### src/rtl/wisc_pkg.sv
// Shared definitions for the fetch controller: opcodes, condition codes and FSM states.
package wisc_pkg;

  localparam logic [3:0] OpB   = 4'b1100;
  localparam logic [3:0] OpBr  = 4'b1101;
  localparam logic [3:0] OpPcs = 4'b1110;
  localparam logic [3:0] OpHlt = 4'b1111;

  localparam logic [2:0] CccNe  = 3'b000;
  localparam logic [2:0] CccEq  = 3'b001;
  localparam logic [2:0] CccGt  = 3'b010;
  localparam logic [2:0] CccLt  = 3'b011;
  localparam logic [2:0] CccGe  = 3'b100;
  localparam logic [2:0] CccLe  = 3'b101;
  localparam logic [2:0] CccOvf = 3'b110;
  localparam logic [2:0] CccUnc = 3'b111;

  typedef enum logic {
    StRun,
    StHalt
  } fetch_state_e;

endpackage

### src/rtl/branch_cond.sv
// Branch condition evaluator: maps a condition code and the Z/V/N flags to taken.
module branch_cond
  import wisc_pkg::*;
(
  input  logic [2:0] ccc_i,
  input  logic       flag_z_i,
  input  logic       flag_v_i,
  input  logic       flag_n_i,
  output logic       taken_o
);

  always_comb begin
    taken_o = 1'b0;
    case (ccc_i)
      CccNe:   taken_o = ~flag_z_i;
      CccEq:   taken_o = flag_z_i;
      CccGt:   taken_o = ~flag_z_i & ~flag_n_i;
      CccLt:   taken_o = flag_n_i;
      CccGe:   taken_o = flag_z_i | (~flag_z_i & ~flag_n_i);
      CccLe:   taken_o = flag_n_i | flag_z_i;
      CccOvf:  taken_o = flag_v_i;
      CccUnc:  taken_o = 1'b1;
      default: taken_o = 1'b0;
    endcase
  end

endmodule

### src/rtl/pc_fetch_ctrl.sv
// Program counter and fetch control: sequential fetch, B/BR branches, PCS and HLT.
module pc_fetch_ctrl
  import wisc_pkg::*;
#(
  parameter logic [15:0] RESET_VECTOR = 16'h0000
) (
  input  logic        clk,
  input  logic        rst_n,
  input  logic [15:0] instr,
  input  logic        flag_z,
  input  logic        flag_v,
  input  logic        flag_n,
  input  logic [15:0] br_target,
  input  logic        stall,
  output logic [15:0] pc,
  output logic [15:0] pc_plus2,
  output logic        fetch_en,
  output logic        hlt
);

  fetch_state_e state_q, state_d;
  logic [15:0]  pc_q, pc_d;
  logic         hlt_q, hlt_d;
  logic         taken;
  logic [3:0]   opcode;
  logic [15:0]  br_offset;

  assign opcode    = instr[15:12];
  // Sign-extended imm9 scaled to a halfword offset; bit 0 is always zero.
  assign br_offset = {{6{instr[8]}}, instr[8:0], 1'b0};

  branch_cond u_branch_cond (
    .ccc_i   (instr[11:9]),
    .flag_z_i(flag_z),
    .flag_v_i(flag_v),
    .flag_n_i(flag_n),
    .taken_o (taken)
  );

  always_comb begin
    pc_plus2 = pc_q + 16'd2;
    pc_d     = pc_q;
    state_d  = state_q;
    hlt_d    = hlt_q;
    if (state_q == StRun && !stall) begin
      case (opcode)
        OpB:     pc_d = taken ? (pc_plus2 + br_offset) : pc_plus2;
        OpBr:    pc_d = taken ? br_target : pc_plus2;
        OpHlt: begin
          state_d = StHalt;
          hlt_d   = 1'b1;
        end
        default: pc_d = pc_plus2;
      endcase
    end
  end

  always_ff @(posedge clk) begin
    if (!rst_n) begin
      pc_q    <= RESET_VECTOR;
      state_q <= StRun;
      hlt_q   <= 1'b0;
    end else begin
      pc_q    <= pc_d;
      state_q <= state_d;
      hlt_q   <= hlt_d;
    end
  end

  assign pc       = pc_q;
  assign hlt      = hlt_q;
  assign fetch_en = rst_n & ~stall & (state_q == StRun);

endmodule

### config.mk
export PLATFORM = sky130hd
export DESIGN_NAME = pc_fetch_ctrl
export DESIGN_NICKNAME = d
export VERILOG_FILES = /design/src/rtl/wisc_pkg.sv /design/src/rtl/branch_cond.sv /design/src/rtl/pc_fetch_ctrl.sv
export SDC_FILE = /design/constraint.sdc
export NUM_CORES = 1
export LEC_CHECK = 0
export BUFFER_PORTS_ARGS = -buffer_cell sky130_fd_sc_hd__buf_2
export CORE_MARGIN = 1.5
export CORE_UTILIZATION = 54
export CTS_CLUSTER_DIAMETER = 120
export DETAILED_ROUTE_END_ITERATION = 6
export HOLD_SLACK_MARGIN = 0.1
export PLACE_DENSITY = 0.86
export SLEW_MARGIN = 15
export SYNTH_ARGS = -nofsm -noshare
export SYNTH_HDL_FRONTEND = slang
export SYNTH_SLANG_ARGS = --single-unit
### constraint.sdc
create_clock -name clk -period 8.4 [get_ports clk]
set_clock_uncertainty 0.15 [all_clocks]
set_input_delay 1.26 -clock clk [delete_from_list [all_inputs] [get_ports clk]]
set_output_delay 1.26 -clock clk [all_outputs]
set_load 0.05 [all_outputs]
==> flow_summary.yaml, run 1 <==
synth:
  synthMostInstantiatedCell: "nand2_1"
  syn_nets: 329
  synth.avg_cell_area_um2: 7.27
  synthTopCellsByCount: "28 x nand2_1, 22 x a21oi_1, 21 x o21ai_0, 17 x dfxtp_1"
  yosysTopAreaCell: "dfxtp_1"
  yosysSeqAreaShare: 0.171
  ys_types: 51
  synthTopCellsByArea: "dfxtp_1 17%, ha_1 10%, a21oi_1 5.5%"
  yosysTopAreaCellShare: 0.171
  synth-seq-cells: 17
  ys_warn_count: 0
  async_flop_share: 0
  synthFlopType: "dfxtp_1"
  synth_area_mm2: 0.00199
  netlist_instances: 274
  synth_edf_count: 0
outcome:
  status: "complete, no violations"
run:
  cap_viol_max_count: 0
cts:
  clockRootBuffer: "clkbuf_8"
  hold_buffers: 0
  cts_sinks: 17
  post_cts_resized: 0
  htreeDepth: 1
  cts_made_buffers: 3
  postCtsSetupBuffers: 0
  cts_tree: "yes"
  clk_pin_slew_worst_paths_ns: 0.07
  cts_buffer_depth: 2
  clk_latency_ns: 0.25
global_route:
  grt_usage: 0.288
  grt_util_met1: 0.345
  grt_max_degree: 31
  grt_pass1_wl_um: 9290
  busiest_layer: "met2"
  antenna_found_initial: 0
  grt_use_met2: 0.530
  grt_pass1_vias: 2060
  grtUsageMet3: 0.0493
  overflow: 0
critical_path:
  rr_worst_depth: 11
  cp.required_ns: 6.99
  r2r_slack_ns: 4.92
  crit_arrival_ns: 2.18
  path_class: "flip-flop to output pin"
  startpoint_type: "flip-flop"
  end_kind: "output pin"
  r2r_start: "pc[1]"
  rr_endpoint: "pc[14]"
  worstPathMaxFanout: 7
floorplan:
  num_io_pins: 72
  die_area_mm2: 0.00406
  num_rows: 21
  coreArea_mm2: 0.00344
  initial_utilization: 0.579
  fp.dieW_um: 63.7
  die_h_um: 63.7
final_layout:
  layout.nets: 391
  drive_above_1_share: 0.236
  finalInstanceArea_mm2: 0.00239
  n_antenna_cell: 0
  syn2layout_area_growth_pct: 20.2
  fin_util: 0.696
route:
  first_pass_iters: 5
  wl_per_cell_um: 15.2
  antenna_left: 0
  drc: 0
  routed_via_density: 6.19
  drt_iter0_drc: 205
  wirelength_um: 5780
  vias: 2359
hold_path:
  worst_hold_path.endpoint: "pc[0]"
  hold_depth: 2
  worst_hold_path_type: "flip-flop to flip-flop"
  min_from: "pc[0]"
sta:
  hold_violations: 0
  timing.final.ws_setup_ns: 4.81
  fin_crit_sh: 0.428
  rsz0062_at_grt: "false"
  setup_violations: 0
  worstMarginPinSlew_ns: 0.746
  slew_viol_final: 0
  fin_crit_ns: 3.59
  max_freq_ghz: 0.278
  relSlewSlack: 0.503
  finalSetupTns_ns: 0
pwr:
  p_leak_nw: 1.13
  powerDensity_mw_per_mm2: 121
  power_mw: 0.289
  max-vdd-ir-drop_uv: 107
placement:
  gp_congestion: 0.869
  post-place-ws_ns: 4.68
  place_area_mm2: 0.00235
  hpwlAfterDp_um: 4520
  port_buffers: 71
## critical path: stages (launching register included)
cell     delay (ns)
dfxtp_1        0.45
ha_1           0.27
and4_1         0.30
nand4_1        0.14
xnor2_1        0.42
buf_2          0.35
## report_power, final
group	internal, mW	leakage (nW)	switching (mW)
Combinational	0.0441	0.967	0.0908
Clock	0.0337	0.0228	0.0287
Sequential	0.0853	0.139	0.00684
Total	0.163	1.13	0.126
## worst max path at each step
stage,start,end,slack (ns),depth (start not counted)
global placement,flag_n,pc[15],4.76,7
floorplan,pc[1],pc[14],4.14,11
global route,pc[1],pc[14],4.65,11
CTS,pc[1],pc_plus2[9],4.83,5
detailed placement,flag_n,pc[15],4.68,7
finish,pc[1],pc_plus2[9],4.81,5
## state kept, by name, indices dropped and copies added, names as in the netlist
name  count
pc       16
hlt       1
## stage by stage
stage | cells | hold WS, ns
4_1_cts | 381 | 0.377
2_1_floorplan | 274 | 0.559
5_1_grt | 381 | 0.406
6_report | 381 | 0.372
3_5_place_dp | 377 | 0.366
3_3_place_gp | 377 | 0.342
## logic make-up after synthesis
| group | count (synthesis) | synth area share |
|---|---|---|
| buffers and inverters | 21 | 0.0427 |
| and+or+nand+nor | 106 | 0.275 |
| xor gates and xnor gates | 18 | 0.0791 |
| AOI/OAI and AO/OA | 85 | 0.271 |
| muxes | 10 | 0.0503 |
| adders and majority gates | 17 | 0.111 |
| DFF | 17 | 0.171 |
## final cells by class
cell class | count | area (µm²)
Clock buffer | 4 | 45.0
Fill cell | 330 | 1050
Inverter | 6 | 22.5
Multi-Input combinational cell | 236 | 1570
Sequential cell | 17 | 340
Tap cell | 46 | 57.6
Timing Repair Buffer | 72 | 363
## routing by layer
layer	vias to the layer above	part of all wire
li1	1165	-
met1	1087	0.43
met2	97	0.50
met3	10	0.052
met4	0	0.018
met5	-	0
## cell usage in the layout, fill, tap and decap left out, types with 2 or more instances in the layout
| master | n |
|---|---|
| nand3_1 | 16 |
| buf_2 | 71 |
| o21ai_1 | 2 |
| and2_1 | 2 |
| nand2b_1 | 2 |
| nand3b_1 | 2 |
| ha_1 | 16 |
| mux2i_1 | 10 |
| nor4_1 | 7 |
| o21ai_0 | 21 |
| dfxtp_1 | 17 |
| or3_1 | 4 |
| nand4_1 | 8 |
| or4_1 | 2 |
| o211ai_1 | 7 |
| nand2_1 | 28 |
| nor2_1 | 15 |
| a41oi_1 | 2 |
| nor3_1 | 9 |
| inv_1 | 6 |
| a31oi_1 | 8 |
| xor2_1 | 11 |
| a21oi_1 | 22 |
| clkbuf_8 | 3 |
| a211oi_1 | 3 |
| and4_1 | 2 |
| a21o_1 | 7 |
| and3_1 | 2 |
| xnor2_1 | 7 |
No activity file was read; power rests on OpenSTA's default activity.
==> run 2: changes to the inputs <==
--- a/config.mk
+++ b/config.mk
@@ -7,11 +7,11 @@
 export LEC_CHECK = 0
 export BUFFER_PORTS_ARGS = -buffer_cell sky130_fd_sc_hd__buf_2
 export CORE_MARGIN = 1.5
-export CORE_UTILIZATION = 54
+export CORE_UTILIZATION = 51
 export CTS_CLUSTER_DIAMETER = 120
 export DETAILED_ROUTE_END_ITERATION = 6
 export HOLD_SLACK_MARGIN = 0.1
-export PLACE_DENSITY = 0.86
+export PLACE_DENSITY = 0.82
 export SLEW_MARGIN = 15
 export SYNTH_ARGS = -nofsm -noshare
 export SYNTH_HDL_FRONTEND = slang
==> constraint.sdc (replaced) <==
create_clock -name clk -period 3.4 [get_ports clk]
set_clock_uncertainty 0.15 [all_clocks]
set_input_delay 0.51 -clock clk [delete_from_list [all_inputs] [get_ports clk]]
set_output_delay 0.51 -clock clk [all_outputs]
set_load 0.05 [all_outputs]
==> run 2 against run 1 <==
Effect of this change: sequential cell count stayed put; critical endpoint is now pc[14]; non-clock buffer count is 4 higher; highest routed layer unchanged; worst setup slack worse by 4.7 ns; hold slack worse by 0.038 ns; sequential share of layout area down 0.095 points; count of clock-buffer cells in the layout decreased by 1.
==> flow_summary.yaml, run 2 (synthesis gave the netlist of run 1 again) <==
pwr:
  p_leak_nw: 1.22
  internal_power_mw: 0.411
  power_mw: 0.738
  max-vdd-ir-drop_uv: 218
  p_clk_frac: 0.213
  p_switching_mw: 0.326
  p_comb_frac: 0.473
  pwr-share-seq: 0.314
  powerDensity_mw_per_mm2: 280
  p_sw_frac: 0.442
final_layout:
  syn2layout_area_growth_pct: 32.2
  final_common_cell: "buf_2"
  layout.nets: 395
  fillers: 325
  n_antenna_cell: 0
  final_cells: 387
  final_cell_mix: "71 x buf_2, 28 x nand2_1, 22 x a21oi_1"
  drive_above_1_share: 0.336
  largest_reg_flops: 16
global_route:
  grt_usage: 0.287
  overflow: 0
  grt_pass1_wl_um: 9540
  antenna_found_initial: 0
  grt_pass1_vias: 2034
  grt_max_degree: 30
floorplan:
  initial_utilization: 0.536
  coreArea_mm2: 0.00372
  die_area_mm2: 0.00429
  num_rows: 22
  die_h_um: 65.5
  num_io_pins: 72
  fp.dieW_um: 65.5
critical_path:
  crit_arrival_ns: 3.23
  cp.required_ns: 3.38
  startpoint_type: "flip-flop"
  end_kind: "flip-flop"
  worstPathMaxFanout: 7
  path_class: "flip-flop to flip-flop"
placement:
  gp_congestion: 0.937
  dp.cells: 383
  hpwlAfterDp_um: 4830
  post-place-ws_ns: 0.123
  port_buffers: 71
route:
  wl_per_cell_um: 15.9
  wirelength_um: 6140
  routed_via_density: 6.06
  first_pass_iters: 4
  antenna_left: 0
  drt_iter0_drc: 224
  vias: 2344
  drc: 0
sta:
  rsz0062_at_grt: "false"
  finalSetupTns_ns: 0
  worstMarginPinSlew_ns: 0.509
  setup_violations: 0
  fin_crit_ns: 3.24
  fin_crit_sh: 0.954
  hold_violations: 0
  slew_viol_final: 0
  timing.final.ws_setup_ns: 0.158
  relSlewSlack: 0.658
  max_freq_ghz: 0.308
cts:
  cts_made_buffers: 3
  cts_buffer_depth: 2
  htreeDepth: 1
  cts_tree: "yes"
  clockRootBuffer: "clkbuf_8"
  clk_pin_slew_worst_paths_ns: 0.07
  cts_sinks: 17
  clk_latency_ns: 0.26
outcome:
  status: "complete, no violations"
hold_path:
  worst_hold_path_type: "input port to flip-flop"
run:
  cap_viol_max_count: 0
[run 2: cell types whose count changed in the layout (fill, tap and decap cells not counted), moves of 2 or more]
cell	change
dfxtp_2	+7
nor2_1	-4
xor2_4	+4
xnor2_4	+2
buf_4	+4
nor2_2	+4
o21ai_1	+2
xor2_1	-4
dfxtp_4	+6
dfxtp_1	-13
xnor2_1	-6
o21ai_0	-2
xnor2_2	+4
[run 2: power groups by stage]
| stage | Clock [mW] | Sequential [mW] | Combinational, mW |
|---|---|---|---|
| global placement | 0 | 0.235 | 0.339 |
| detailed placement | 0 | 0.236 | 0.345 |
| floorplan | 0 | 0.272 | 0.217 |
| finish | 0.157 | 0.232 | 0.349 |
| global route | 0.171 | 0.234 | 0.376 |
| CTS | 0.159 | 0.231 | 0.346 |
[run 2: what timing repair did]
action / 4_1_cts / 5_1_grt
buffers inserted: 0 / 0
gates resized for setup: 0 / 6
setup endpoints to repair: 0 / 3
hold buffers: 0 / 0
[run 2: routing by layer]
| layer | part of all wire | GRT usage |
|---|---|---|
| met1 | 0.43 | 0.365 |
| met2 | 0.48 | 0.508 |
| met4 | 0.022 | 0.0547 |
| met3 | 0.067 | 0.0548 |
| met5 | 0 | 0 |
[run 2: area by class of cell]
cell class                 count  area, µm²  share of cell area
multi-input combinational    236       1740               0.661
timing repair buffer          76        393               0.149
sequential                    17        372               0.141
tap                           48       60.1              0.0228
inverter                       6       22.5             0.00856
clock buffer                   3       41.3              0.0157
clock inverter                 1       5.00             0.00190
[run 2: metrics by stage]
stage	hold WS (ns)	utilization	area (µm²)
finish	0.335	0.708	2630
detailed placement	0.337	0.694	2580
global route	0.362	0.708	2630
CTS	0.337	0.707	2630
floorplan	0.406	-	2190
global placement	0.334	0.694	2580
[run 2: worst paths after layout]
check | slack [ns] | cells past startpoint | from | endpoint
hold / removal | 0.33 | 3 | br_target[0] | pc[0]
setup / recovery | 0.16 | 11 | pc[1] | pc[14]
setup reg to reg | 0.16 | 11 | pc[1] | pc[14]
hold reg to reg | 0.36 | 2 | pc[2] | pc[2]
[run 2: worst max-delay path, cell delays in order, from the launching register on]
cell and delay, ns:
dfxtp_4 0.38, ha_1 0.24, and4_2 0.31, nand3_1 0.23, xnor2_4 0.27, ha_4 0.25, a21o_1 0.17, a21oi_1 0.16
or3b_2 0.45, o221ai_1 0.20, mux2i_1 0.21, o21ai_0 0.09
==> run 3: changes to the inputs <==
--- a/config.mk
+++ b/config.mk
@@ -11,7 +11,7 @@
 export CTS_CLUSTER_DIAMETER = 120
 export DETAILED_ROUTE_END_ITERATION = 6
 export HOLD_SLACK_MARGIN = 0.1
-export PLACE_DENSITY = 0.82
+export PLACE_DENSITY = 0.85
 export SLEW_MARGIN = 15
 export SYNTH_ARGS = -nofsm -noshare
 export SYNTH_HDL_FRONTEND = slang
==> run 3 against run 2 <==
Effect of this change: combinational power about the same; final cell count rose by 0.52%; first-iteration DRC count shrank 31%; sequential share of layout area is 0.11 points lower; global-route usage is 1.4 points higher; wire length grew 0.88%; critical path depth did not move; final area increased by 0.76%; sequential power about the same; worst setup slack better by 0.0024 ns; register-to-register slack is essentially flat.
==> flow_summary.yaml, run 3 (synthesis gave the netlist of run 1 again) <==
floorplan:
  die_h_um: 65.5
  initial_utilization: 0.536
  num_rows: 22
  fp.dieW_um: 65.5
  die_area_mm2: 0.00429
  num_io_pins: 72
  coreArea_mm2: 0.00372
sta:
  finalSetupTns_ns: 0
  setup_violations: 0
  hold_violations: 0
  fin_crit_sh: 0.953
  fin_crit_ns: 3.24
  worstMarginPinSlew_ns: 0.549
  timing.final.ws_setup_ns: 0.160
  rsz0062_at_grt: "false"
  relSlewSlack: 0.632
  slew_viol_final: 0
  max_freq_ghz: 0.309
cts:
  cts_tree: "yes"
  postCtsSetupBuffers: 0
  cts_made_buffers: 3
  htreeDepth: 1
  cts_buffer_depth: 2
  clk_pin_slew_worst_paths_ns: 0.08
  clockRootBuffer: "clkbuf_8"
  clk_latency_ns: 0.26
  cts_sinks: 17
placement:
  gp_congestion: 0.945
  hpwlAfterDp_um: 4830
  post-place-ws_ns: 0.119
  port_buffers: 71
critical_path:
  rr_worst_depth: 11
  startpoint_type: "flip-flop"
  crit_arrival_ns: 3.22
  end_kind: "flip-flop"
  worstPathMaxFanout: 7
  cp.required_ns: 3.38
  path_class: "flip-flop to flip-flop"
  rr_endpoint: "pc[14]"
  r2r_start: "pc[5]"
  r2r_slack_ns: 0.16
final_layout:
  syn2layout_area_growth_pct: 33.2
  drive_above_1_share: 0.340
  layout.nets: 397
  n_antenna_cell: 0
  final_common_cell: "buf_2"
  largest_reg_flops: 16
  final_cell_mix: "71 x buf_2, 28 x nand2_1, 22 x a21oi_1"
  fillers: 321
global_route:
  grt_use_met2: 0.533
  grt_util_met1: 0.373
  grt_pass1_wl_um: 10000
  grt_pass1_vias: 2151
  grtUsageMet3: 0.0462
  antenna_found_initial: 0
  busiest_layer: "met2"
  grt_usage: 0.302
  grt_max_degree: 30
  overflow: 0
pwr:
  p_leak_nw: 1.22
  powerDensity_mw_per_mm2: 281
  max-vdd-ir-drop_uv: 189
route:
  antenna_left: 0
  wl_per_cell_um: 15.9
  drc: 0
  wirelength_um: 6200
  vias: 2356
  routed_via_density: 6.06
  first_pass_iters: 4
  drt_iter0_drc: 155
hold_path:
  worst_hold_path.endpoint: "pc[0]"
  hold_depth: 3
  worst_hold_path_type: "input port to flip-flop"
  min_from: "br_target[0]"
run:
  cap_viol_max_count: 0
outcome:
  status: "complete, no violations"
## run 3: cell types whose count changed in the layout (fill, tap and decap cells not counted)
cell | previous run | this run
nand3_1 | 16 | 15
a21boi_1 | 1 | 0
nand3_2 | 0 | 1
clkinv_2 | 1 | 0
nor2_2 | 4 | 3
a21boi_0 | 0 | 1
buf_4 | 5 | 7
clkinvlp_4 | 0 | 1
nor2_1 | 11 | 12
## run 3: what timing repair did
item	4_1_cts	5_1_grt
hold buffers	0	0
gates resized for setup	0	5
endpoints found under the setup margin	0	3
## run 3: final cells by class
type | instances | area (µm²) | share of cell area
clock buffers | 3 | 41.3 | 0.0156
clock inverters | 1 | 7.51 | 0.00283
flip-flops and latches | 17 | 372 | 0.140
repair buffers | 78 | 408 | 0.154
multi-input cells | 236 | 1740 | 0.657
inverters | 6 | 22.5 | 0.00849
well taps | 48 | 60.1 | 0.0226
## run 3: metrics by stage
step / utilization / power [mW] / instance area (µm²) / hold WS [ns] / cells
6_report: 0.714 / 0.746 / 2650 / 0.339 / 389
5_1_grt: 0.714 / 0.794 / 2650 / 0.386 / 389
4_1_cts: 0.711 / 0.748 / 2640 / 0.344 / 389
3_5_place_dp: 0.698 / 0.583 / 2590 / 0.346 / 385
3_3_place_gp: 0.698 / 0.577 / 2590 / 0.333 / 385
2_1_floorplan: - / 0.489 / 2190 / 0.406 / 274
## run 3: worst max-delay path by stage
stage / start / to / slack, ns / depth (start not counted)
floorplan: pc[1] / pc[14] / 0.009 / 11
global placement: pc[5] / pc[15] / 0.20 / 11
detailed placement: pc[1] / pc[14] / 0.12 / 11
CTS: pc[1] / pc[14] / 0.09 / 11
global route: pc[1] / pc[14] / 0.004 / 11
finish: pc[5] / pc[14] / 0.16 / 11
## run 3: power by group
group	leakage, nW	total, mW	switching [mW]	internal [mW]
Sequential	0.146	0.232	0.0221	0.210
Combinational	1.05	0.349	0.227	0.122
Clock	0.0217	0.165	0.0822	0.0827
## run 3: layer usage
layer,part of all wire,vias up,wire (µm)
met2,0.48,105,2950
met5,0,-,0
met3,0.068,16,419
met1,0.43,1056,2650
li1,-,1179,-
met4,0.028,0,175
## run 3: critical path, stage by stage (launching register included)
cell and delay (ns):
dfxtp_4 0.39, nand3_1 0.14, or2_1 0.37, nor2_2 0.25
xor2_4 0.20, ha_1 0.33, nand2_1 0.12, o21ai_0 0.16
or3b_2 0.47, o221ai_1 0.21, mux2i_1 0.22, o21ai_0 0.10
